<file path="config.mk">
export PLATFORM = sky130hd
export DESIGN_NAME = hack_keyboard
export DESIGN_NICKNAME = d
export VERILOG_FILES = /design/src/rtl/hack_keyboard.sv
export SDC_FILE = /design/constraint.sdc
export NUM_CORES = 1
export LEC_CHECK = 0
export CORE_MARGIN = 5
export CORE_UTILIZATION = 50
export DETAILED_ROUTE_END_ITERATION = 8
export GPL_TIMING_DRIVEN = 0
export PLACE_DENSITY = 0.73
export SETUP_SLACK_MARGIN = 0.1
export SYNTH_ARGS = -nofsm -noshare
export SYNTH_HDL_FRONTEND = slang
export SYNTH_SLANG_ARGS = --single-unit
</file>
<file path="constraint.sdc">
create_clock -name clk -period 3.7 [get_ports clk]
set_input_delay 0.37 -clock clk [delete_from_list [all_inputs] [get_ports clk]]
set_output_delay 0.37 -clock clk [all_outputs]
set_load 0.1 [all_outputs]
</file>
<file path="src/rtl/hack_keyboard.sv">
// PS/2 event word to Hack KBD register: decodes set-2 scancodes into Hack key codes,
// tracking Shift and Caps Lock, with a two-cycle event-to-output pipeline.
module hack_keyboard #(
  parameter bit CAPS_ENABLE = 1'b1,
  parameter int ESC_CODE    = 140
) (
  input  logic        clk,
  input  logic        reset_n,
  input  logic [10:0] ps2_key,
  output logic [15:0] key_code,
  output logic        key_event,
  output logic        shift_held,
  output logic        caps_lock
);

  localparam logic [7:0] ESC8 = 8'(ESC_CODE);

  logic       tog_q;
  logic       ev_p0;
  logic       vld_p1;
  logic       make_p1;
  logic       ext_p1;
  logic [7:0] sc_p1;
  logic [8:0] lut_p1;
  logic       mapped_p1;
  logic [7:0] code_p1;
  logic       is_lsh;
  logic       is_rsh;
  logic       is_caps;
  logic       hit_held;
  logic       lsh;
  logic       rsh;
  logic       caps_q;
  logic [7:0] code_q;
  logic       event_q;
  logic       held_ext;
  logic [7:0] held_sc;
  logic       held_vld;

  function automatic logic [8:0] letter_lut(input logic [7:0] sc, input logic upper);
    logic [7:0] lc;
    logic       hit;
    hit = 1'b1;
    case (sc)
      8'h1C: lc = "a";
      8'h32: lc = "b";
      8'h21: lc = "c";
      8'h23: lc = "d";
      8'h24: lc = "e";
      8'h2B: lc = "f";
      8'h34: lc = "g";
      8'h33: lc = "h";
      8'h43: lc = "i";
      8'h3B: lc = "j";
      8'h42: lc = "k";
      8'h4B: lc = "l";
      8'h3A: lc = "m";
      8'h31: lc = "n";
      8'h44: lc = "o";
      8'h4D: lc = "p";
      8'h15: lc = "q";
      8'h2D: lc = "r";
      8'h1B: lc = "s";
      8'h2C: lc = "t";
      8'h3C: lc = "u";
      8'h2A: lc = "v";
      8'h1D: lc = "w";
      8'h22: lc = "x";
      8'h35: lc = "y";
      8'h1A: lc = "z";
      default: begin
        lc  = 8'h00;
        hit = 1'b0;
      end
    endcase
    return {hit, upper ? (lc - 8'd32) : lc};
  endfunction

  function automatic logic [8:0] digit_lut(input logic [7:0] sc, input logic shift);
    logic [7:0] c;
    logic       hit;
    hit = 1'b1;
    case (sc)
      8'h16: c = shift ? "!" : "1";
      8'h1E: c = shift ? "@" : "2";
      8'h26: c = shift ? "#" : "3";
      8'h25: c = shift ? "$" : "4";
      8'h2E: c = shift ? "%" : "5";
      8'h36: c = shift ? "^" : "6";
      8'h3D: c = shift ? "&" : "7";
      8'h3E: c = shift ? "*" : "8";
      8'h46: c = shift ? "(" : "9";
      8'h45: c = shift ? ")" : "0";
      default: begin
        c   = 8'h00;
        hit = 1'b0;
      end
    endcase
    return {hit, c};
  endfunction

  // Punctuation follows Shift only; Caps Lock is deliberately ignored here.
  function automatic logic [8:0] punct_lut(input logic [7:0] sc, input logic shift);
    logic [7:0] c;
    logic       hit;
    hit = 1'b1;
    case (sc)
      8'h4E: c = shift ? "_"   : "-";
      8'h55: c = shift ? "+"   : "=";
      8'h54: c = shift ? "{"   : "[";
      8'h5B: c = shift ? "}"   : "]";
      8'h5D: c = shift ? "|"   : 8'h5C;
      8'h4C: c = shift ? ":"   : ";";
      8'h52: c = shift ? 8'h22 : 8'h27;
      8'h41: c = shift ? "<"   : ",";
      8'h49: c = shift ? ">"   : ".";
      8'h4A: c = shift ? "?"   : "/";
      8'h0E: c = shift ? "~"   : 8'h60;
      default: begin
        c   = 8'h00;
        hit = 1'b0;
      end
    endcase
    return {hit, c};
  endfunction

  function automatic logic [8:0] named_lut(input logic [7:0] sc);
    logic [7:0] c;
    logic       hit;
    hit = 1'b1;
    case (sc)
      8'h29: c = 8'd32;
      8'h5A: c = 8'd128;
      8'h66: c = 8'd129;
      8'h76: c = ESC8;
      8'h05: c = 8'd141;
      8'h06: c = 8'd142;
      8'h04: c = 8'd143;
      8'h0C: c = 8'd144;
      8'h03: c = 8'd145;
      8'h0B: c = 8'd146;
      8'h83: c = 8'd147;
      8'h0A: c = 8'd148;
      8'h01: c = 8'd149;
      8'h09: c = 8'd150;
      8'h78: c = 8'd151;
      8'h07: c = 8'd152;
      default: begin
        c   = 8'h00;
        hit = 1'b0;
      end
    endcase
    return {hit, c};
  endfunction

  function automatic logic [8:0] ext_lut(input logic [7:0] sc);
    logic [7:0] c;
    logic       hit;
    hit = 1'b1;
    case (sc)
      8'h5A: c = 8'd128;
      8'h6B: c = 8'd130;
      8'h75: c = 8'd131;
      8'h74: c = 8'd132;
      8'h72: c = 8'd133;
      8'h6C: c = 8'd134;
      8'h69: c = 8'd135;
      8'h7D: c = 8'd136;
      8'h7A: c = 8'd137;
      8'h70: c = 8'd138;
      8'h71: c = 8'd139;
      default: begin
        c   = 8'h00;
        hit = 1'b0;
      end
    endcase
    return {hit, c};
  endfunction

  function automatic logic [8:0] key_lut(input logic ext, input logic [7:0] sc,
                                         input logic shift, input logic caps);
    logic [8:0] r;
    if (ext) begin
      r = ext_lut(sc);
    end else begin
      r = letter_lut(sc, shift ^ caps);
      if (!r[8]) r = digit_lut(sc, shift);
      if (!r[8]) r = punct_lut(sc, shift);
      if (!r[8]) r = named_lut(sc);
    end
    return r;
  endfunction

  // Stage 0: event detect on the toggle bit, capture payload
  assign ev_p0 = ps2_key[10] ^ tog_q;

  always_ff @(posedge clk) begin
    if (!reset_n) begin
      tog_q   <= ps2_key[10];
      vld_p1  <= 1'b0;
      make_p1 <= 1'b0;
      ext_p1  <= 1'b0;
      sc_p1   <= 8'h00;
    end else begin
      tog_q  <= ps2_key[10];
      vld_p1 <= ev_p0;
      if (ev_p0) begin
        make_p1 <= ps2_key[9];
        ext_p1  <= ps2_key[8];
        sc_p1   <= ps2_key[7:0];
      end
    end
  end

  // Stage 1: lookup, modifier tracking, held-key update
  always_comb begin
    lut_p1    = key_lut(ext_p1, sc_p1, lsh | rsh, caps_q);
    mapped_p1 = lut_p1[8];
    code_p1   = lut_p1[7:0];
    is_lsh    = !ext_p1 && (sc_p1 == 8'h12);
    is_rsh    = !ext_p1 && (sc_p1 == 8'h59);
    is_caps   = !ext_p1 && (sc_p1 == 8'h58);
    hit_held  = held_vld && ({ext_p1, sc_p1} == {held_ext, held_sc});
  end

  always_ff @(posedge clk) begin
    if (!reset_n) begin
      lsh      <= 1'b0;
      rsh      <= 1'b0;
      caps_q   <= 1'b0;
      code_q   <= 8'h00;
      event_q  <= 1'b0;
      held_ext <= 1'b0;
      held_sc  <= 8'h00;
      held_vld <= 1'b0;
    end else begin
      event_q <= 1'b0;
      if (vld_p1) begin
        if (is_lsh) begin
          lsh <= make_p1;
        end else if (is_rsh) begin
          rsh <= make_p1;
        end else if (is_caps) begin
          if (make_p1 && CAPS_ENABLE) caps_q <= ~caps_q;
        end else if (make_p1) begin
          // Typematic repeats carry the same code and must not re-pulse.
          if (mapped_p1 && (code_p1 != code_q)) begin
            code_q   <= code_p1;
            held_ext <= ext_p1;
            held_sc  <= sc_p1;
            held_vld <= 1'b1;
            event_q  <= 1'b1;
          end
        end else if (hit_held) begin
          code_q   <= 8'h00;
          held_vld <= 1'b0;
          event_q  <= 1'b1;
        end
      end
    end
  end

  assign key_code   = {8'h00, code_q};
  assign key_event  = event_q;
  assign shift_held = lsh | rsh;
  assign caps_lock  = caps_q;

endmodule

</file>
# Word-level counts from Yosys, hierarchy flattened
# Index checks and enable logic that the tools add are counted.
# word_totals
latch_bits	0
register_bits	34
mem_bits_ro	0
ram_bits	0
inputBits	13
memories	0
# op_classes
n_addsub	1
n_bitwise	9
multipliers	0
n_lt_le_gt_ge	0
n_div	0
mux	49
n_eq_ne	79
shift	0
reduce_logical	18
# op_table
cell	n
8-bit by 7-bit equality test with 1-bit output, second input constant	33
8-bit by 6-bit equality test with 1-bit output, second input constant	23
7-bit one-hot mux with 26 select lines	1
8-bit one-hot mux with 16 select lines	1
8-bit one-hot mux with 11 select lines	1
7-bit one-hot mux with 11 select lines	1
7-bit one-hot mux with 10 select lines	1
5-bit two-way mux	13
8-bit by 5-bit equality test with 1-bit output, second input constant	8
9-bit two-way mux	6
8-bit by 4-bit equality test with 1-bit output, second input constant	5
8-bit two-way mux	5
8-bit by 3-bit equality test with 1-bit output, second input constant	4
26-bit OR reduction	1
11-bit OR reduction	2
7-bit two-way mux	3
6-bit two-way mux	3
16-bit OR reduction	1
1-bit two-way mux	13
6-bit AND reduction	2
10-bit OR reduction	1
9-bit equality test	1
8-bit by 1-bit equality test with 1-bit output, second input constant	1
8-bit by 2-bit equality test with 1-bit output, second input constant	1
other kinds (15)	25

# Depth between registers and ports, before layout
# logic_depth
depth_word	15
mapped_depth	16
mapped_depth_nobuf	13

# Worst setup path before layout
# No wires, ideal clock.
# synth_path
path_kind	register -> register
from	register rsh
to	register held_sc[2]
path_buffers	3
setup_slack_ns	0.385
period_less_slack_ns	3.315
arrival_time_ns	3.189
setup_time_ns	0.125
path_stages_with_launch	14
path_cell_list	dfxtp_1 -> nor2_1 -> inv_1 -> clkbuf_1 -> nor4_1 -> a311o_1 -> a211o_1 -> o221ai_1 -> xnor2_1 -> and4_4 -> buf_4 -> buf_4 -> nand2b_1 -> nand4_1
# synth_via
elab_chain_len	12
# synth_lines
element	line_no	rtl
start, declared	32	logic rsh;
start signal, assigned	242	rsh <= make_p1;
1-bit OR *	-	
via shift_held	12	output logic shift_held,
5-bit two-way mux, or another cell as far along	93	8'h45: c = shift ? ")" : "0";
7-bit one-hot mux with 10 select lines or 8-bit two-way mux (tied branches)	83, 76	
9-bit two-way mux	187	if (!r[8]) r = digit_lut(sc, shift);
9-bit two-way mux	183	if (ext) begin
9-bit two-way mux *	188	if (!r[8]) r = punct_lut(sc, shift);
9-bit two-way mux *	183	
9-bit two-way mux *	189	if (!r[8]) r = named_lut(sc);
9-bit two-way mux *	183	
8-bit inequality test *	247	if (mapped_p1 && (code_p1 != code_q)) begin
1-bit logical AND *	247	
6-bit AND reduction (no line) *	-	
end signal, assigned	250	held_sc <= sc_p1;
end, declared	37	logic [7:0] held_sc;
# The timed path passes the listed nets; every way through them passes the cells marked *. The select of a mux whose other input is x is not followed.
# A chain may end at the register's enable or synchronous reset.

# Final worst setup path
# layout_path
from	register sc_p1[5]
to	register code_q[1]
# layout_via
elab_chain_len	15
# layout_lines
element	line_no	rtl
start, declared	23	logic [7:0] sc_p1;
start signal, assigned	210	sc_p1 <= ps2_key[7:0];
8-bit by 5-bit equality test with 1-bit output, or another cell as far along	44	case (sc)
7-bit one-hot mux with 26 select lines	44	
8-bit two-way mux	183	
8-bit by 6-bit subtractor with 8-bit output	76	return {hit, upper ? (lc - 8'd32) : lc};
8-bit two-way mux	76	
9-bit two-way mux	187	
9-bit two-way mux	183	
9-bit two-way mux	188	
9-bit two-way mux	183	
9-bit two-way mux	189	
9-bit two-way mux	183	
8-bit inequality test	247	
1-bit logical AND	247	
2-bit by 1-bit inequality test with 1-bit output (no line)	-	
6-bit AND reduction (no line)	-	
end signal, assigned	248	code_q <= code_p1;
end, declared	34	logic [7:0] code_q;
# Parallel ways exist; a longest one is shown, timed or not. The select of a mux whose other input is x is not followed.

==> results <==
- In this design, the largest share of critical-path delay is due to compound AO/OA/AOI/OAI gates.
- The number of buffers added to fix hold violations after cts is 0.
- Summed over all layers, the global routing overflow is 0.
- The cell area that synthesis handed to floorplanning was 3780 um^2.
- The count of H-tree levels built during CTS is 2.
- Leaving out fill and tap cells, the most frequent cells in the layout are nand2_1, a21oi_1, nand3_1, dfxtp_1, nor2_1.
- The site row count is 31.
- STA classifies the critical path endpoint as a flop.
- Dividing the final minimum period by the clock period gives 95.9%.
- The routed length per instance is 23.2 um.
- The total placed cells including tap cells is 665.
- The power per unit of standard cell area is 317 nW/um^2.
- Across the VDD grid, the largest voltage drop is 0.247 mV.
- The number of nets in the finished design is 593.
- The first-pass GRT wire length is 24100 um.
- The area added between synthesis and finish is 19.4%.
- The number of antenna violations at the first check in global routing came to 0.
- The floorplan step defined a core boundary enclosing 7290 um^2.
- For this run, global-route usage on met3 was measured as 8.20%.
- The number of port buffers is 23.
- Cells fill 61.9% of the core in the end.
- In this run the remaining antenna-violating nets after routing total 0.
- Measured in cells, the most critical reg-to-reg path has a length of 14.
- For the worst setup path, the data required time is 3.91 ns.
- Summed over all layers, the routed wires come to 15700 um.
- The initial utilization of the core area, before any placement, comes to 51.8%.
- The detailed-router iteration count before antenna repair is 6.
- The worst setup path is of the reg2reg kind.
- The hold violation count in the final report is 0.
- The number of buffers added by the clock tree synthesis step is 5.
- The wire-length estimate of the detail-placed layout is 11300 um.
- At the pin with the least slew margin, the transition time is 0.988 ns.
- The most numerous cell type found on the critical path is buf_2.
- The beginning of the worst register-to-register path is sc_p1[5].
- Across all layers, the routed design uses 4720 vias.
- For this run, the leading register cell type out of synthesis is dfxtp_1.
- The worst hold path endpoint is lsh.
- Measured against its own limit, the worst slew margin works out to 33.9%.
- Yosys printed 0 warnings.
- On the worst path, the slowest cell contributes a delay of 0.31 ns.
- The number of instances in the synthesized netlist is 536.
- The sink count of the clock tree is 34.
- Along the worst path, the maximum fanout reaches 10.
- The number of antenna diodes in the final layout is 0.
- The layout cell share with drive strength beyond 1 is 18.1%.
- The sequential-to-total area share from yosys stat is 18.0%.
- Summing all placed instances gives a cell area of 4160 um^2.
- In this run the register-to-register setup slack is 0.15 ns.
- The starting DRC count in detailed routing is 773.
- The leading cell type in the layout, fill and taps excluded is nand2_1.
- The met2 capacity usage during global routing is 47.1%.
- The number of violations of the max-capacitance limit is 0.
- The average instance area after synthesis is 7.05 um^2.
- The worst register-to-register path ends at code_q[1].
- The maximum number of pins on one net before global-route repair is 13.
- The leakage power figure is 1.61 nW.
- The max-slew violation total from the final report came to 0.
- The floorplan die width is 96.9 um.
- The layer with the highest usage is met2.
- The flip-flop and latch count after synthesis is 34.
- TritonCTS built the clock tree.
- The signal on the critical path passes through buf_6 > buf_2 > buf_2 > and4b_1 > a32oi_1 > o21ai_0 > a311oi_2 > o211ai_1 > o221ai_2 > mux2i_1 > and4_4 > buf_4 > a21oi_4 > o32ai_1.
- The worst hold path class is reg2reg.
- Counting both buffers and inverters, the worst setup path holds a total of 4.
- The overall power is 1.43 mW.
- The run finished with clean final reports.
- Setup repair after global routing left no endpoint under its margin.
- The final clock skew is 0.00787 ns.
- Summed over all failing endpoints, the final setup total negative slack is 0 ns.
- The number of top-level pins is 32.
- The last weighted congestion value of the routability-driven placer is 1.10.
- The buffer type at the clock tree root is clkbuf_8.
- Global routing used 42.2% of the available met1 tracks.
- The source of the worst hold timing path is lsh.
- The die height is 96.9 um.
- The number of different library cells used by synthesis comes to 84.
- The clock reaches the later pin of the worst-skew pair after 0.30 ns.
- In the routed design, unresolved DRC markers number 0.
- The worst hold slack is 0.465 ns.
- The share of synthesized flip-flops with an asynchronous set or reset is 0%.
- On the critical path, the stage with the largest delay is an instance of dfxtp_1.
- The minimum clock period is 3.55 ns.
- The area enclosed by the die boundary is 9400 um^2.
- Setup violations remaining at the end of the flow were counted as 0.
- Prior to clock tree synthesis, the placed netlist has a worst setup slack of -0.0534 ns.
- The worst setup path is launched from a flop.
- The number of flops mapped to enable cells by yosys is 0.
- The maximum number of buffers from clock root to sink is 2.
- Static timing analysis puts the maximum clock frequency at 282 MHz.
- The register clock-pin slew on the reported worst setup and hold paths is 0.08 ns.
- The average vias per placed instance is 6.96.
- The total global routing track utilization is 31.6%.
- The data arrival time of the worst path is 3.76 ns.
- The worst path meets setup with 0.152 ns of slack.
- The worst hold path was traced through 2 stages.
- The count of cells in the finished layout, fillers not included, comes to 678.
- The number of global-route vias before repair is 4280.
- Once layout is done, the placed cells without fillers occupy 4510 um^2.
[power breakdown]
part           leakage [nW]  switching (mW)  internal [mW]  total [mW]
Combinational          1.27           0.391          0.221       0.612
Sequential            0.279          0.0134          0.378       0.392
Clock                0.0683           0.158          0.270       0.428
[worst reg2reg max path, cell delays in order (launching register included)]
cell	delay [ns]
dfxtp_1	0.31
buf_6	0.14
buf_2	0.18
buf_2	0.22
and4b_1	0.28
a32oi_1	0.24
o21ai_0	0.19
a311oi_2	0.30
o211ai_1	0.17
o221ai_2	0.31
mux2i_1	0.27
and4_4	0.27
buf_4	0.18
a21oi_4	0.12
o32ai_1	0.28
[cells in the mapped netlist (all sizes together) (3+ instances only)]
library cell / n / area, um^2
nand2: 68 / 255
buf: 44 / 279
a21oi: 41 / 216
dfxtp: 34 / 681
nand3: 28 / 140
nor2: 26 / 97.6
o21ai: 24 / 120
nand4: 23 / 144
inv: 19 / 71.3
nand2b: 19 / 119
nor2b: 14 / 87.6
clkbuf: 13 / 48.8
nor3: 13 / 65.1
o211ai: 12 / 90.1
o32ai: 10 / 95.1
xnor2: 10 / 87.6
xor2: 10 / 87.6
o22ai: 7 / 43.8
or3: 7 / 48.8
a211o: 6 / 61.3
mux2i: 6 / 60.1
a31oi: 5 / 31.3
and3: 5 / 31.3
nor4: 5 / 31.3
a211oi: 4 / 30.0
nor4b: 4 / 41.3
o221ai: 4 / 35.0
o31ai: 4 / 30.0
or4: 4 / 33.8
or4b: 4 / 40.0
a22oi: 3 / 22.5
a311oi: 3 / 26.3
a32oi: 3 / 26.3
nand3b: 3 / 26.3
nand4b: 3 / 26.3
nor3b: 3 / 22.5
nor4bb: 3 / 30.0
[cell type report]
class                      count  area, um^2
buffer                        57         360
clock buffer                   5        68.8
clock inverter                 3        68.8
fill                         702        2780
inverter                      19        71.3
multi-input combinational    433        2860
sequential                    34         688
tap                           99         124
timing repair buffer          28         272
[worst max path at each step]
stage	to	depth (start not counted)	from	slack (ns)
after floorplan	held_sc[2]	13	rsh	0.39
after global placement	held_sc[5]	11	sc_p1[3]	-0.09
after detailed placement	code_q[4]	15	sc_p1[5]	-0.05
after CTS	held_sc[4]	16	sc_p1[1]	0.11
after global routing	code_q[7]	15	sc_p1[5]	0.05
final	code_q[1]	14	sc_p1[5]	0.15
[timing repair]
action,in CTS,in global routing
setup buffers,1,4
hold endpoints to repair,0,0
gates cloned,0,0
gates resized for setup,9,43
setup endpoints to repair,17,19
pin swaps,0,7
[cells by family (layout without fill, tap and decap cells)]
| group | count (synthesis) | count (layout) | synth area share, % |
|---|---|---|---|
| flip-flops | 34 | 34 | 18.0 |
| AO/OA/AOI/OAI | 150 | 150 | 27.7 |
| AND/OR/NAND/NOR | 246 | 246 | 36.3 |
| adder cells (fa/ha/maj) | 2 | 2 | 0.662 |
| multiplexers | 7 | 7 | 1.99 |
| XOR/XNOR | 20 | 20 | 4.63 |
| other | 1 | 8 | 0.0992 |
| buffers and inverters | 76 | 112 | 10.6 |
[per-layer routing]
metal,wire [um],vias to the layer above
li1,-,2066
met1,6240,2208
met2,6870,374
met3,1950,72
met4,684,0
met5,0,-
[flip-flops by register name (all words and copies together), names as in the netlist]
signal,cells
code_q,8
held_sc,8
sc_p1,8
caps_lock,1
ext_p1,1
held_ext,1
held_vld,1
key_event,1
lsh,1
make_p1,1
rsh,1
tog_q,1
vld_p1,1
Note: power is estimated with default switching activity, not from simulation.
